===== src/rtl/pipe_hazard_ctrl_pkg.sv =====
// pipe_hazard_ctrl_pkg: shared types for the pipeline hazard/forwarding controller.
// Optional feature macro used by the top: HAZ_PERF_CNT_EN.
package pipe_hazard_ctrl_pkg;

   // Operand source selection for the EX-stage operand muxes.
   typedef enum logic [1:0] {
      FWD_RF  = 2'b00,   // value captured in ID/EX
      FWD_WB  = 2'b01,   // write-back result
      FWD_MEM = 2'b10    // EX/MEM ALU result
   } fwd_sel_e;

   // Multi-cycle EX operation sequencer states.
   typedef enum logic [1:0] {
      MC_IDLE = 2'd0,
      MC_BUSY = 2'd1,
      MC_DONE = 2'd2
   } mc_state_e;

   localparam int FWD_SEL_W = 2;

   // A latency of one cycle means the op behaves like any single-cycle op.
   function automatic logic mc_enabled(input int lat);
      return (lat > 1);
   endfunction

endpackage


===== src/rtl/pipe_hazard_ctrl_if.sv =====
// pipe_hazard_ctrl_if: pipeline status in, pipeline-register controls out.
// master = pipeline datapath side, slave = hazard controller.
interface pipe_hazard_ctrl_if #(
   parameter int NUM_SRC    = 2,
   parameter int RF_ADDRESS = 5
);
   // ID stage
   logic                          id_valid;
   logic [NUM_SRC*RF_ADDRESS-1:0] id_rs;
   logic [NUM_SRC-1:0]            id_rs_used;
   // EX stage
   logic                          ex_valid;
   logic                          ex_regwrite;
   logic                          ex_memread;
   logic                          ex_mc_op;
   logic [RF_ADDRESS-1:0]         ex_rd;
   logic [NUM_SRC*RF_ADDRESS-1:0] ex_rs;
   logic                          br_taken;
   // MEM stage
   logic                          mem_valid;
   logic                          mem_regwrite;
   logic [RF_ADDRESS-1:0]         mem_rd;
   // WB stage
   logic                          wb_valid;
   logic                          wb_regwrite;
   logic [RF_ADDRESS-1:0]         wb_rd;
   // Controls
   logic                          pc_stall;
   logic                          ifid_stall;
   logic                          ifid_flush;
   logic                          idex_stall;
   logic                          idex_bubble;
   logic                          exmem_bubble;
   logic [2*NUM_SRC-1:0]          fwd_sel;
   logic                          ex_busy;

   modport master (
      output id_valid, id_rs, id_rs_used,
      output ex_valid, ex_regwrite, ex_memread, ex_mc_op, ex_rd, ex_rs, br_taken,
      output mem_valid, mem_regwrite, mem_rd,
      output wb_valid, wb_regwrite, wb_rd,
      input  pc_stall, ifid_stall, ifid_flush, idex_stall, idex_bubble,
      input  exmem_bubble, fwd_sel, ex_busy
   );

   modport slave (
      input  id_valid, id_rs, id_rs_used,
      input  ex_valid, ex_regwrite, ex_memread, ex_mc_op, ex_rd, ex_rs, br_taken,
      input  mem_valid, mem_regwrite, mem_rd,
      input  wb_valid, wb_regwrite, wb_rd,
      output pc_stall, ifid_stall, ifid_flush, idex_stall, idex_bubble,
      output exmem_bubble, fwd_sel, ex_busy
   );

endinterface


===== src/rtl/pipe_hazard_ctrl_fwd_select.sv =====
// fwd_select: forwarding comparator chain for a single EX source operand.
module fwd_select
   import pipe_hazard_ctrl_pkg::*;
#(
   parameter int RF_ADDRESS = 5
)(
   input  logic [RF_ADDRESS-1:0] rs,
   input  logic                  mem_valid,
   input  logic                  mem_regwrite,
   input  logic [RF_ADDRESS-1:0] mem_rd,
   input  logic                  wb_valid,
   input  logic                  wb_regwrite,
   input  logic [RF_ADDRESS-1:0] wb_rd,
   output fwd_sel_e              sel
);

   logic mem_hit;
   logic wb_hit;

   // x0 is hard-wired zero, so a write to it never produces a forward.
   assign mem_hit = mem_valid && mem_regwrite && (mem_rd != '0) && (mem_rd == rs);
   assign wb_hit  = wb_valid  && wb_regwrite  && (wb_rd  != '0) && (wb_rd  == rs);

   // The younger EX/MEM result shadows the older WB result.
   always_comb begin
      sel = FWD_RF;
      if (mem_hit) begin
         sel = FWD_MEM;
      end else if (wb_hit) begin
         sel = FWD_WB;
      end
   end

endmodule


===== src/rtl/pipe_hazard_ctrl.sv =====
// pipe_hazard_ctrl: stall/flush/bubble and forwarding control for the 5-stage pipeline.
// Optional macro HAZ_PERF_CNT_EN adds saturating load-use / multi-cycle / flush counters.
module pipe_hazard_ctrl
   import pipe_hazard_ctrl_pkg::*;
#(
   parameter int NUM_SRC    = 2,
   parameter int RF_ADDRESS = 5,
   parameter int MC_LAT     = 4,
   parameter int CNT_W      = 16
)(
   input  logic              clk,
   input  logic              reset,
   pipe_hazard_ctrl_if.slave hz
`ifdef HAZ_PERF_CNT_EN
   ,
   output logic [CNT_W-1:0]  perf_loaduse_cnt,
   output logic [CNT_W-1:0]  perf_mc_cnt,
   output logic [CNT_W-1:0]  perf_flush_cnt
`endif
);

   localparam logic             MC_EN   = mc_enabled(MC_LAT);
   localparam logic [CNT_W-1:0] MC_LOAD = CNT_W'((MC_LAT > 1) ? (MC_LAT - 2) : 0);

   mc_state_e            state_q, state_d;
   logic [CNT_W-1:0]     cnt_q, cnt_d;
   logic                 mc_start;
   logic                 busy;
   logic                 load_use;
   logic [NUM_SRC-1:0]   lu_hit;
   fwd_sel_e             sel_w [NUM_SRC];
   logic [2*NUM_SRC-1:0] fwd_sel_w;
   logic                 pc_stall_w;
   logic                 ifid_stall_w;
   logic                 ifid_flush_w;
   logic                 idex_stall_w;
   logic                 idex_bubble_w;
   logic                 exmem_bubble_w;
   logic                 unused_sigs;

   // EX writeback intent is not needed: load-use is keyed on memread alone.
   assign unused_sigs = ^{1'b0, hz.ex_regwrite};

   genvar gi;
   generate
      for (gi = 0; gi < NUM_SRC; gi++) begin : g_src
         logic [RF_ADDRESS-1:0] id_rs_k;
         logic [RF_ADDRESS-1:0] ex_rs_k;

         assign id_rs_k    = hz.id_rs[gi*RF_ADDRESS +: RF_ADDRESS];
         assign ex_rs_k    = hz.ex_rs[gi*RF_ADDRESS +: RF_ADDRESS];
         assign lu_hit[gi] = hz.id_rs_used[gi] && (id_rs_k == hz.ex_rd);

         fwd_select #(
            .RF_ADDRESS (RF_ADDRESS)
         ) u_fwd (
            .rs           (ex_rs_k),
            .mem_valid    (hz.mem_valid),
            .mem_regwrite (hz.mem_regwrite),
            .mem_rd       (hz.mem_rd),
            .wb_valid     (hz.wb_valid),
            .wb_regwrite  (hz.wb_regwrite),
            .wb_rd        (hz.wb_rd),
            .sel          (sel_w[gi])
         );
      end
   endgenerate

   // Pack per-operand selects; during reset every operand reads ID/EX.
   always_comb begin
      fwd_sel_w = '0;
      for (int k = 0; k < NUM_SRC; k++) begin
         fwd_sel_w[2*k +: 2] = reset ? FWD_RF : sel_w[k];
      end
   end

   // Busy is raised in the very cycle the op arrives so the front end freezes at once.
   assign mc_start = MC_EN && (state_q == MC_IDLE) && hz.ex_valid && hz.ex_mc_op;
   assign busy     = !reset && ((state_q == MC_BUSY) || mc_start);
   assign load_use = hz.id_valid && hz.ex_valid && hz.ex_memread &&
                     (hz.ex_rd != '0) && (|lu_hit);

   // Multi-cycle sequencer: arrival cycle + (MC_LAT-1) BUSY cycles, then DONE.
   always_comb begin
      state_d = state_q;
      cnt_d   = cnt_q;
      case (state_q)
         MC_IDLE: begin
            if (mc_start) begin
               state_d = MC_BUSY;
               cnt_d   = MC_LOAD;
            end
         end
         MC_BUSY: begin
            if (cnt_q == '0) begin
               state_d = MC_DONE;
            end else begin
               cnt_d = cnt_q - 1'b1;
            end
         end
         MC_DONE: begin
            state_d = MC_IDLE;
         end
         default: begin
            state_d = MC_IDLE;
            cnt_d   = '0;
         end
      endcase
   end

   // Sequencer state registers.
   always_ff @(posedge clk) begin
      if (reset) begin
         state_q <= MC_IDLE;
         cnt_q   <= '0;
      end else begin
         state_q <= state_d;
         cnt_q   <= cnt_d;
      end
   end

   // Priority: reset, multi-cycle freeze, redirect, load-use.
   always_comb begin
      pc_stall_w     = 1'b0;
      ifid_stall_w   = 1'b0;
      ifid_flush_w   = 1'b0;
      idex_stall_w   = 1'b0;
      idex_bubble_w  = 1'b0;
      exmem_bubble_w = 1'b0;
      if (reset) begin
         // everything held low
      end else if (busy) begin
         // Keep the op in EX and send NOPs downstream until it completes.
         pc_stall_w     = 1'b1;
         ifid_stall_w   = 1'b1;
         idex_stall_w   = 1'b1;
         exmem_bubble_w = 1'b1;
      end else if (hz.br_taken) begin
         // Wrong-path instructions in IF/ID and ID are squashed; PC takes the target.
         ifid_flush_w  = 1'b1;
         idex_bubble_w = 1'b1;
      end else if (load_use) begin
         pc_stall_w    = 1'b1;
         ifid_stall_w  = 1'b1;
         idex_bubble_w = 1'b1;
      end
   end

   assign hz.pc_stall     = pc_stall_w;
   assign hz.ifid_stall   = ifid_stall_w;
   assign hz.ifid_flush   = ifid_flush_w;
   assign hz.idex_stall   = idex_stall_w;
   assign hz.idex_bubble  = idex_bubble_w;
   assign hz.exmem_bubble = exmem_bubble_w;
   assign hz.fwd_sel      = fwd_sel_w;
   assign hz.ex_busy      = busy;

`ifdef HAZ_PERF_CNT_EN
   logic [CNT_W-1:0] lu_cnt_q, lu_cnt_d;
   logic [CNT_W-1:0] mc_cnt_q, mc_cnt_d;
   logic [CNT_W-1:0] fl_cnt_q, fl_cnt_d;
   logic             lu_ev;

   // Only the load-use response raises pc_stall together with idex_bubble.
   assign lu_ev = pc_stall_w && idex_bubble_w;

   // Saturating event counters.
   always_comb begin
      lu_cnt_d = lu_cnt_q;
      mc_cnt_d = mc_cnt_q;
      fl_cnt_d = fl_cnt_q;
      if (lu_ev && (lu_cnt_q != '1)) begin
         lu_cnt_d = lu_cnt_q + 1'b1;
      end
      if (busy && (mc_cnt_q != '1)) begin
         mc_cnt_d = mc_cnt_q + 1'b1;
      end
      if (ifid_flush_w && (fl_cnt_q != '1)) begin
         fl_cnt_d = fl_cnt_q + 1'b1;
      end
   end

   // Counter registers.
   always_ff @(posedge clk) begin
      if (reset) begin
         lu_cnt_q <= '0;
         mc_cnt_q <= '0;
         fl_cnt_q <= '0;
      end else begin
         lu_cnt_q <= lu_cnt_d;
         mc_cnt_q <= mc_cnt_d;
         fl_cnt_q <= fl_cnt_d;
      end
   end

   assign perf_loaduse_cnt = lu_cnt_q;
   assign perf_mc_cnt      = mc_cnt_q;
   assign perf_flush_cnt   = fl_cnt_q;
`endif

endmodule

===== src/flat_wrapper.sv =====
// flat-port wrapper written by rule: the top's interface ports become plain ports
module pipe_hazard_ctrl_flat import pipe_hazard_ctrl_pkg::*;
#(
   parameter int NUM_SRC    = 2,
   parameter int RF_ADDRESS = 5,
   parameter int MC_LAT     = 4,
   parameter int CNT_W      = 16
)
  (clk, reset, hz_id_valid, hz_id_rs, hz_id_rs_used, hz_ex_valid, hz_ex_regwrite, hz_ex_memread, hz_ex_mc_op, hz_ex_rd, hz_ex_rs, hz_br_taken, hz_mem_valid, hz_mem_regwrite, hz_mem_rd, hz_wb_valid, hz_wb_regwrite, hz_wb_rd, hz_pc_stall, hz_ifid_stall, hz_ifid_flush, hz_idex_stall, hz_idex_bubble, hz_exmem_bubble, hz_fwd_sel, hz_ex_busy);
  pipe_hazard_ctrl_if #(.NUM_SRC(NUM_SRC), .RF_ADDRESS(RF_ADDRESS)) hz_i ();
  input  logic clk;
  input  logic reset;
  input wire logic [$bits(hz_i.id_valid)-1:0] hz_id_valid;
  input wire logic [$bits(hz_i.id_rs)-1:0] hz_id_rs;
  input wire logic [$bits(hz_i.id_rs_used)-1:0] hz_id_rs_used;
  input wire logic [$bits(hz_i.ex_valid)-1:0] hz_ex_valid;
  input wire logic [$bits(hz_i.ex_regwrite)-1:0] hz_ex_regwrite;
  input wire logic [$bits(hz_i.ex_memread)-1:0] hz_ex_memread;
  input wire logic [$bits(hz_i.ex_mc_op)-1:0] hz_ex_mc_op;
  input wire logic [$bits(hz_i.ex_rd)-1:0] hz_ex_rd;
  input wire logic [$bits(hz_i.ex_rs)-1:0] hz_ex_rs;
  input wire logic [$bits(hz_i.br_taken)-1:0] hz_br_taken;
  input wire logic [$bits(hz_i.mem_valid)-1:0] hz_mem_valid;
  input wire logic [$bits(hz_i.mem_regwrite)-1:0] hz_mem_regwrite;
  input wire logic [$bits(hz_i.mem_rd)-1:0] hz_mem_rd;
  input wire logic [$bits(hz_i.wb_valid)-1:0] hz_wb_valid;
  input wire logic [$bits(hz_i.wb_regwrite)-1:0] hz_wb_regwrite;
  input wire logic [$bits(hz_i.wb_rd)-1:0] hz_wb_rd;
  output wire logic [$bits(hz_i.pc_stall)-1:0] hz_pc_stall;
  output wire logic [$bits(hz_i.ifid_stall)-1:0] hz_ifid_stall;
  output wire logic [$bits(hz_i.ifid_flush)-1:0] hz_ifid_flush;
  output wire logic [$bits(hz_i.idex_stall)-1:0] hz_idex_stall;
  output wire logic [$bits(hz_i.idex_bubble)-1:0] hz_idex_bubble;
  output wire logic [$bits(hz_i.exmem_bubble)-1:0] hz_exmem_bubble;
  output wire logic [$bits(hz_i.fwd_sel)-1:0] hz_fwd_sel;
  output wire logic [$bits(hz_i.ex_busy)-1:0] hz_ex_busy;
  assign hz_i.id_valid = hz_id_valid;
  assign hz_i.id_rs = hz_id_rs;
  assign hz_i.id_rs_used = hz_id_rs_used;
  assign hz_i.ex_valid = hz_ex_valid;
  assign hz_i.ex_regwrite = hz_ex_regwrite;
  assign hz_i.ex_memread = hz_ex_memread;
  assign hz_i.ex_mc_op = hz_ex_mc_op;
  assign hz_i.ex_rd = hz_ex_rd;
  assign hz_i.ex_rs = hz_ex_rs;
  assign hz_i.br_taken = hz_br_taken;
  assign hz_i.mem_valid = hz_mem_valid;
  assign hz_i.mem_regwrite = hz_mem_regwrite;
  assign hz_i.mem_rd = hz_mem_rd;
  assign hz_i.wb_valid = hz_wb_valid;
  assign hz_i.wb_regwrite = hz_wb_regwrite;
  assign hz_i.wb_rd = hz_wb_rd;
  assign hz_pc_stall = hz_i.pc_stall;
  assign hz_ifid_stall = hz_i.ifid_stall;
  assign hz_ifid_flush = hz_i.ifid_flush;
  assign hz_idex_stall = hz_i.idex_stall;
  assign hz_idex_bubble = hz_i.idex_bubble;
  assign hz_exmem_bubble = hz_i.exmem_bubble;
  assign hz_fwd_sel = hz_i.fwd_sel;
  assign hz_ex_busy = hz_i.ex_busy;
  pipe_hazard_ctrl #(.NUM_SRC(NUM_SRC), .RF_ADDRESS(RF_ADDRESS), .MC_LAT(MC_LAT), .CNT_W(CNT_W)) u_core (.clk(clk), .reset(reset), .hz(hz_i));
endmodule

===== config.mk =====
export PLATFORM = sky130hd
export DESIGN_NAME = pipe_hazard_ctrl_flat
export DESIGN_NICKNAME = d
export VERILOG_FILES = /design/src/rtl/pipe_hazard_ctrl_pkg.sv /design/src/rtl/pipe_hazard_ctrl_if.sv /design/src/rtl/pipe_hazard_ctrl_fwd_select.sv /design/src/rtl/pipe_hazard_ctrl.sv /design/src/flat_wrapper.sv
export SDC_FILE = /design/constraint.sdc
export NUM_CORES = 1
export LEC_CHECK = 0
export ABC_AREA = 1
export CAP_MARGIN = 30
export CORE_MARGIN = 3
export CORE_UTILIZATION = 51
export DETAILED_ROUTE_END_ITERATION = 8
export PLACE_DENSITY = 0.94
export REMOVE_ABC_BUFFERS = 1
export SYNTH_ARGS = -nofsm -noshare
export SYNTH_HDL_FRONTEND = slang
export SYNTH_HIERARCHICAL = 1
export SYNTH_SLANG_ARGS = --single-unit

===== constraint.sdc =====
create_clock -name clk -period 2.5 [get_ports clk]
set_input_delay 0.375 -clock clk [delete_from_list [all_inputs] [get_ports clk]]
set_output_delay 0.375 -clock clk [all_outputs]
set_load 0.05 [all_outputs]

Word level (Yosys, flattened, before mapping) --
Cells that the tools add are included.
Storage, ports and cells: bits in registers 18, logic and storage cells 66, input port bits 49
Cells by class: add/subtract/negate cells 1, reductions and logical operators 27, equal/unequal tests 11, mux-type cells 24, bitwise gates (word level) 1
Operators by type and width (count):
- $pmux W16 S3 | 1
- $mux W16 | 2
- $eq A5 B5 Y1 | 6
- $logic_and A1 B1 Y1 | 17
- $logic_not A16 Y1 | 1
- $sub A16 B1 Y16 const B | 1
- $reduce_bool A5 Y1 | 3
- $mux W1 | 14
- $mux W2 | 6
- $ne A2 B2 Y1 const B | 2
- $pmux W2 S2 | 1
- $reduce_and A3 Y1 | 1
- $eq A2 B1 Y1 const B | 1
- $eq A2 B2 Y1 const B | 1
- $logic_not A2 Y1 | 1
- $ne A2 B1 Y1 const B | 1
- $reduce_and A2 Y1 | 1
- $reduce_or A2 Y1 | 1
- $logic_not A1 Y1 | 1
- $logic_or A1 B1 Y1 | 1
- $not A1 Y1 | 1

Longest topological paths before layout --
Gate-level depths: netlist of the first run.
depth after elaboration 8, depth in mapped cells 10, mapped depth without buffers 9

Hierarchy --
The synthesis of the first run kept the hierarchy.
By module, submodules not included:
- pipe_hazard_ctrl | area an instance 1382.6 um^2, cells an instance 246, times used 1
- fwd_select | area an instance 245.2 um^2, cells an instance 61, times used 2

Least setup slack after synthesis of the first run --
No wires, ideal clock.
kind register to output, from register u_core.state_q[0], to output hz_pc_stall, setup slack -0.175 ns, path buffers 1, arrival 2.300 ns, stages on the path, launching flop included 7, path through dfxtp_1 > inv_1 > nor2_2 > nor2_1 > nor2_1 > o21bai_1 > buf_4
On the way: cells in the longest elaborated chain, start to end 7, elaborated cells on any way between the ends 8
Ends and longest elaborated chain:
- start, declared | RTL line pipe_hazard_ctrl.sv:25 | mc_state_e state_q, state_d;
- start signal, assigned | RTL line pipe_hazard_ctrl.sv:117 | state_q <= state_d;
- $logic_not A2 Y1 | RTL line pipe_hazard_ctrl.sv:78 | assign mc_start = MC_EN && (state_q == MC_IDLE) && hz.ex_valid && hz.ex_mc_op;
- $logic_and A1 B1 Y1 (2 in a row) | RTL line pipe_hazard_ctrl.sv:78
- $logic_or A1 B1 Y1 * | RTL line pipe_hazard_ctrl.sv:79 | assign busy = !reset && ((state_q == MC_BUSY) || mc_start);
- $logic_and A1 B1 Y1 * | RTL line pipe_hazard_ctrl.sv:79
- net hz_ex_busy | RTL line flat_wrapper.sv:36 | output wire logic [$bits(hz_i.ex_busy)-1:0] hz_ex_busy;
- $mux W1 * (2 in a row)
- end, declared | RTL line flat_wrapper.sv:29 | output wire logic [$bits(hz_i.pc_stall)-1:0] hz_pc_stall;
The timed path passes the listed nets; every way through them passes the cells marked *.

==> results.ini, run 1 <==
[status]
status=finished clean

[logic_synthesis]
synthCells=368
synthSimpleGateAreaFrac_pct=56.3
synth_top_cell_by_area=nand2_1
synthAdderAreaFrac_pct=0.668
muxShareOfSynthArea_pct=0
syn-mean-instance-area_um2=5.09
yosysWarningCount=6
yosysSeqAreaShare_pct=19.2
synth_top_area_share_pct=24.8
synth_compound_area_share_pct=4.94
synth-xor-area-share_pct=1.40
synth_area_leaders=nand2_1 25%, dfxtp_1 19%, nor2_1 16%
ys_types=23
netlist_area_mm2=0.00187
synth_top_family_by_area=simple AND/OR/NAND/NOR gates
ys_ff_latch=18

[clock_network]
cts_root_buf=clkbuf_8
cts_made_buffers=3
clock_latency_ns=0.26
cts.sinks=18
path_clk_slew_ns=0.07
cts_tree=yes
htreeDepth=1
cts_hold_buf=0
clockBufferDepth=2

[sta]
relSlewSlack_pct=40.1
finalCritPeriodShare_pct=90.4
rsz0062_at_grt=no
drv_slew=0
hold_violations=0
period_minus_slack_ns=2.26
fmax_mhz=442
setup_viol=0
worst_pin_slew_ns=0.899
fin_worst_skew_ns=0.00358

[routing]
wl_um=5310
viasPerCell=5.03
postRouteAntennaNets=0
dr.pass1.iters=5
drc_errors=0
dr_total_vias=2366
drt-initial-drc-count=140
wl_per_cell_um=11.3

[setup_path]
crit_chain=clkdlybuf4s50_1, nor2_1, nand3_1, a21oi_1, nor2_2, nor2_1, inv_1, nor2_1, buf_12
cp-start-kind=input port
crit_top_cell=nor2_1
cpLargestDelayFamily=buffers and inverters
critical_path_class=in -> out
critPathMaxFanout=6
cpPeakStageDelay_ns=0.51
crit_buf_inv=3
endpoint_kind=output port
worstPathRequired_ns=2.12
crit_arrival_ns=1.89
slowest_stage=clkdlybuf4s50_1

[global_route]
grt_pass1_wl_um=8610
grt_pass1_vias=2132
overflow=0
grt_max_degree=15
antenna_found_initial=0
grt_use_total_pct=24.5

[cells_and_area]
drive_gt1_share_pct=9.67
fin_util_pct=76.6
diodes=0
nets=475
syn_to_final_growth_pct=40.7

[pwr]
p_leak_nw=1.43
power.total_mw=2.76
p_per_area_mw_per_mm2=1050
power_switching_mw=1.48
clkPwrFrac_pct=8.8
p_seq_share_pct=18.2
p_int_mw=1.28
ir_drop_mv=0.563
power_frac_comb_pct=73.1
sw_frac_of_total_pct=53.7

[placed_design]
port_buffers=58
place_hpwl_um=4190
gp_congestion=0.917

[flow_run]
drv_cap=0

[worst_hold_path]
hold_class=reg -> reg

[floorplan]
start_util_pct=54.4
ioPinCount=60
die-area_mm2=0.00444
core_area_mm2=0.00344
die_w_um=66.6
placementRows=21
die_y_um=66.6

[worst reg2reg max path, stage by stage, from the launching register on]
cell and delay (ns):
dfxtp_1 0.37, inv_1 0.09, nor2_2 0.21, inv_1 0.13
a21oi_1 0.74, nand2_1 0.14, nor2_1 0.12
[metal layers]
layer  track usage, %  vias to the layer above  share of wire [%]
li1                 -                     1205                  -
met1             26.5                     1032                 40
met2             46.4                      115                 48
met3             4.22                       14                8.6
met4             9.64                        0                2.7
met5                0                        -                  0
[cells in the final DEF, fill, tap and decap left out]
cell type | synthesis | layout
nand3_2 | 2 | 2
o21ai_0 | 6 | 6
buf_12 | 0 | 11
nand2_2 | 2 | 2
nor2_2 | 7 | 7
xor2_1 | 3 | 3
nand4_1 | 8 | 8
nand3b_1 | 1 | 1
nand3_1 | 16 | 16
inv_1 | 61 | 61
nor3_1 | 5 | 5
dfxtp_1 | 18 | 18
buf_4 | 7 | 3
ha_1 | 1 | 1
nand3_4 | 1 | 1
and2_1 | 1 | 1
nand2_1 | 124 | 124
clkdlybuf4s50_1 | 0 | 47
o21bai_2 | 0 | 1
clkbuf_8 | 0 | 4
inv_2 | 8 | 8
a21oi_1 | 11 | 11
nor2_4 | 2 | 2
nor2_1 | 81 | 81
[power by group through the flow]
stage | sequential, mW | clock (mW) | combinational, mW
floorplan | 0.478 | 0 | 1.40
global placement | 0.492 | 0 | 1.84
detailed placement | 0.503 | 0 | 1.92
CTS | 0.500 | 0.244 | 1.97
global route | 0.517 | 0.258 | 2.23
finish | 0.501 | 0.241 | 2.02
[registers in the layout (all words and copies together), names as in the netlist]
name / count
u_core/state_q: 2
u_core/cnt_q: 16
[per-stage QoR]
| stage | std cells | cell area (µm²) | TNS, ns | hold slack, ns | worst slack (ns) |
|---|---|---|---|---|---|
| 4_1_cts | 470 | 2630 | 0 | 0.505 | 0.150 |
| 5_1_grt | 470 | 2640 | 0 | 0.531 | 0.107 |
| 2_1_floorplan | 359 | 1810 | -4.34 | 0.444 | -1.40 |
| 3_3_place_gp | 466 | 2580 | 0 | 0.487 | 0.227 |
| 6_report | 470 | 2640 | 0 | 0.506 | 0.240 |
| 3_5_place_dp | 466 | 2580 | 0 | 0.495 | 0.156 |
[cells in the mapped netlist, drive strengths merged]
library cell  number
buf                8
o21ai              6
nand4              8
o21bai             1
and2               1
inv               69
nand3b             1
nor2              90
nand3             19
dfxtp             18
ha                 1
a21oi             11
clkbuf             1
nand2            126
nor3               5
xor2               3
[what timing repair did]
action                                 CTS  global route
resized for setup                        0             1
buffers inserted                         0             0
endpoints found under the hold margin    0             0
setup endpoints to repair                0             2
[worst paths after layout]
kind              cells after the start         startpoint               to  slack [ns]
setup reg to reg                      6  u_core/state_q[0]  u_core/cnt_q[5]        0.63
hold reg to reg                       2    u_core/cnt_q[4]  u_core/cnt_q[4]        0.51
setup / recovery                      9       hz_mem_rd[2]    hz_fwd_sel[2]        0.24
hold / removal                        2    u_core/cnt_q[4]  u_core/cnt_q[4]        0.51
[layout make-up]
| type | count | area (µm²) |
|---|---|---|
| multi-input cells | 272 | 1190 |
| fillers | 268 | 807 |
| repair buffers | 61 | 713 |
| flip-flops and latches | 18 | 360 |
| inverters | 69 | 259 |
| well taps | 46 | 57.6 |
| clock buffers | 4 | 55.1 |
[cells by family (layout without fill, tap and decap cells)]
family / after synthesis / in the layout
buf+inv: 78 / 134
compound gates: 18 / 18
flops: 18 / 18
xor+xnor: 3 / 3
fa+ha+maj: 1 / 1
simple gates: 250 / 250
No activity file was read; power rests on OpenSTA's default activity.
==> inputs of run 2 (changes only) <==
Settings changed: ABC_AREA 1 to unset, CORE_UTILIZATION 51 to 48, PLACE_DENSITY 0.94 to 0.93.
==> results.ini, run 2 <==
[status]
status=finished, violations left
violations=negative setup slack

[setup_path]
critical_path_class=in -> out
cpPeakStageDelay_ns=0.65
slowest_stage=clkdlybuf4s50_1
crit_arrival_ns=2.15
endpoint_kind=output port
crit_chain=clkdlybuf4s50_1, xnor2_1, nand3_1, a2111oi_2, nor2b_2, buf_12
cp-start-kind=input port
critPathMaxFanout=4
worstPathRequired_ns=2.12
reg2reg_depth=6

[sta]
drv_slew=0
worst_pin_slew_ns=0.576
fmax_mhz=396
hold_ws_ns=0.494
final.setup.tns_ns=-0.0261
fin_worst_skew_ns=0.00123
finalCritPeriodShare_pct=101
relSlewSlack_pct=60.6
hold_violations=0
period_minus_slack_ns=2.53
setup_ws_ns=-0.0261
setup_viol=1

[placed_design]
dp.cells=287
gp_congestion=0.819
port_buffers=58
place_hpwl_um=3680
dpl-instance-area_mm2=0.00234

[cells_and_area]
top_register=u_core/cnt_q
largest_reg_flops=16
diodes=0
syn_to_final_growth_pct=50.2
final_area_mm2=0.00243
layout_commonest_cell=clkdlybuf4s50_1
drive_gt1_share_pct=16.9
nets=299
final_cell_mix=40 x clkdlybuf4s50_1, 18 x dfxtp_1, 16 x xnor2_1
layout.cells.non_filler=292
largestRegisters=u_core/cnt_q (16), u_core/state_q (2)

[global_route]
grt_max_degree=13
grt_pass1_wl_um=7790
overflow=0
antenna_found_initial=0
grt_pass1_vias=1787
grt_use_total_pct=23.5

[logic_synthesis]
synthArstFlopShare_pct=0
yosysSeqAreaShare_pct=22.2
synthCells=188
synth_area_leaders=dfxtp_1 22%, xnor2_1 8.6%, mux2i_1 6.2%
synth-edff-count=0
yosys-top-cells-count=18 x dfxtp_1, 16 x xnor2_1, 12 x nand2_1
syn-mean-instance-area_um2=8.63
ys.flop_type=dfxtp_1
netlist_area_mm2=0.00162
synth_top_cell_by_area=dfxtp_1
synth_top_area_share_pct=22.2
yosysWarningCount=6
ys_ff_latch=18
ys_types=53
yosys.cell_count.top_type=dfxtp_1

[worst_hold_path]
hold_class=reg -> reg
holdPathStages=2

[clock_network]
cts.sinks=18
clockBufferDepth=2
cts_made_buffers=3
cts_tree=yes
cts_root_buf=clkbuf_4
cts_hold_buf=0
path_clk_slew_ns=0.11
clock_latency_ns=0.29
htreeDepth=1

[routing]
dr_total_vias=1755
viasPerCell=6.01
dr.pass1.iters=6
wl_um=5130
wl_per_cell_um=17.6
drt-initial-drc-count=152
postRouteAntennaNets=0
drc_errors=0

[pwr]
p_per_area_mw_per_mm2=814
ir_drop_mv=0.412
p_leak_nw=0.874
power.total_mw=1.98

[floorplan]
core_area_mm2=0.00313
die-area_mm2=0.00411
placementRows=20
ioPinCount=60
start_util_pct=51.8
die_w_um=64.1
die_y_um=64.1

[flow_run]
drv_cap=0

## run 2: changes by cell type in the layout (fill, tap and decap cells not counted), moves of 14 or more
cell,before,now
nand3_1,16,2
nor2_1,81,5
nand2_1,124,12
xnor2_1,0,16
inv_1,61,4
## run 2: per-layer routing
layer / GRT usage [%] / share of wire, %
met4: 9.76 / 4.0
met1: 24.9 / 35
met2: 45.3 / 55
met5: 0 / 0
met3: 3.69 / 6.1
## run 2: cell type report
type	count	area, µm²
Multi-Input combinational cell	151	1210
Timing Repair Buffer	67	744
Fill cell	208	693
Sequential cell	18	360
Tap cell	44	55.1
Clock buffer	4	36.3
Inverter	8	30.0
## run 2: path summary, 6_finish.rpt
| path | start | end | slack [ns] |
|---|---|---|---|
| min reg2reg | u_core/cnt_q[13] | u_core/cnt_q[13] | 0.49 |
| max reg2reg | u_core/cnt_q[0] | u_core/cnt_q[6] | 0.38 |
| min | u_core/cnt_q[13] | u_core/cnt_q[13] | 0.49 |
| max | hz_mem_rd[0] | hz_fwd_sel[3] | -0.03 |
## run 2: worst max-delay path: cells and delay by family
family / cells / cell delay [ns]
AND/OR/NAND/NOR: 2 / 0.42
AO/OA/AOI/OAI: 1 / 0.37
XOR/XNOR: 1 / 0.17
buffers and inverters: 2 / 0.81
## run 2: where the power goes
| group | leakage, nW | total, mW | internal (mW) | switching (mW) |
|---|---|---|---|---|
| Clock | 0.0210 | 0.182 | 0.0887 | 0.0938 |
| Sequential | 0.147 | 0.486 | 0.368 | 0.118 |
| Combinational | 0.706 | 1.31 | 0.605 | 0.708 |
## run 2: through the flow
stage / setup slack (ns) / utilization (%)
finish: -0.0261 / 77.8
global route: -0.114 / 77.8
CTS: 0.00158 / 76.3
detailed placement: -0.0506 / 74.9
global placement: -0.00711 / 74.9
floorplan: -1.91 / -
## run 2: timing repair
action                                  CTS  global route
endpoints found under the setup margin    2             4
pin swaps                                 3             4
cloned                                    0             0
buffers inserted                          1             0
gates resized for setup                   6             8
## run 2: cells by family (layout without fill, tap and decap cells)
| family | count (synthesis) | in the layout | synth area share, % |
|---|---|---|---|
| AOI/OAI and AO/OA | 47 | 47 | 24.2 |
| and+or+nand+nor | 67 | 67 | 26.4 |
| buffers and inverters | 19 | 79 | 6.25 |
| muxes | 10 | 10 | 6.17 |
| DFF | 18 | 18 | 22.2 |
| adders and majority gates | 1 | 1 | 0.771 |
| xor gates and xnor gates | 26 | 26 | 14.0 |
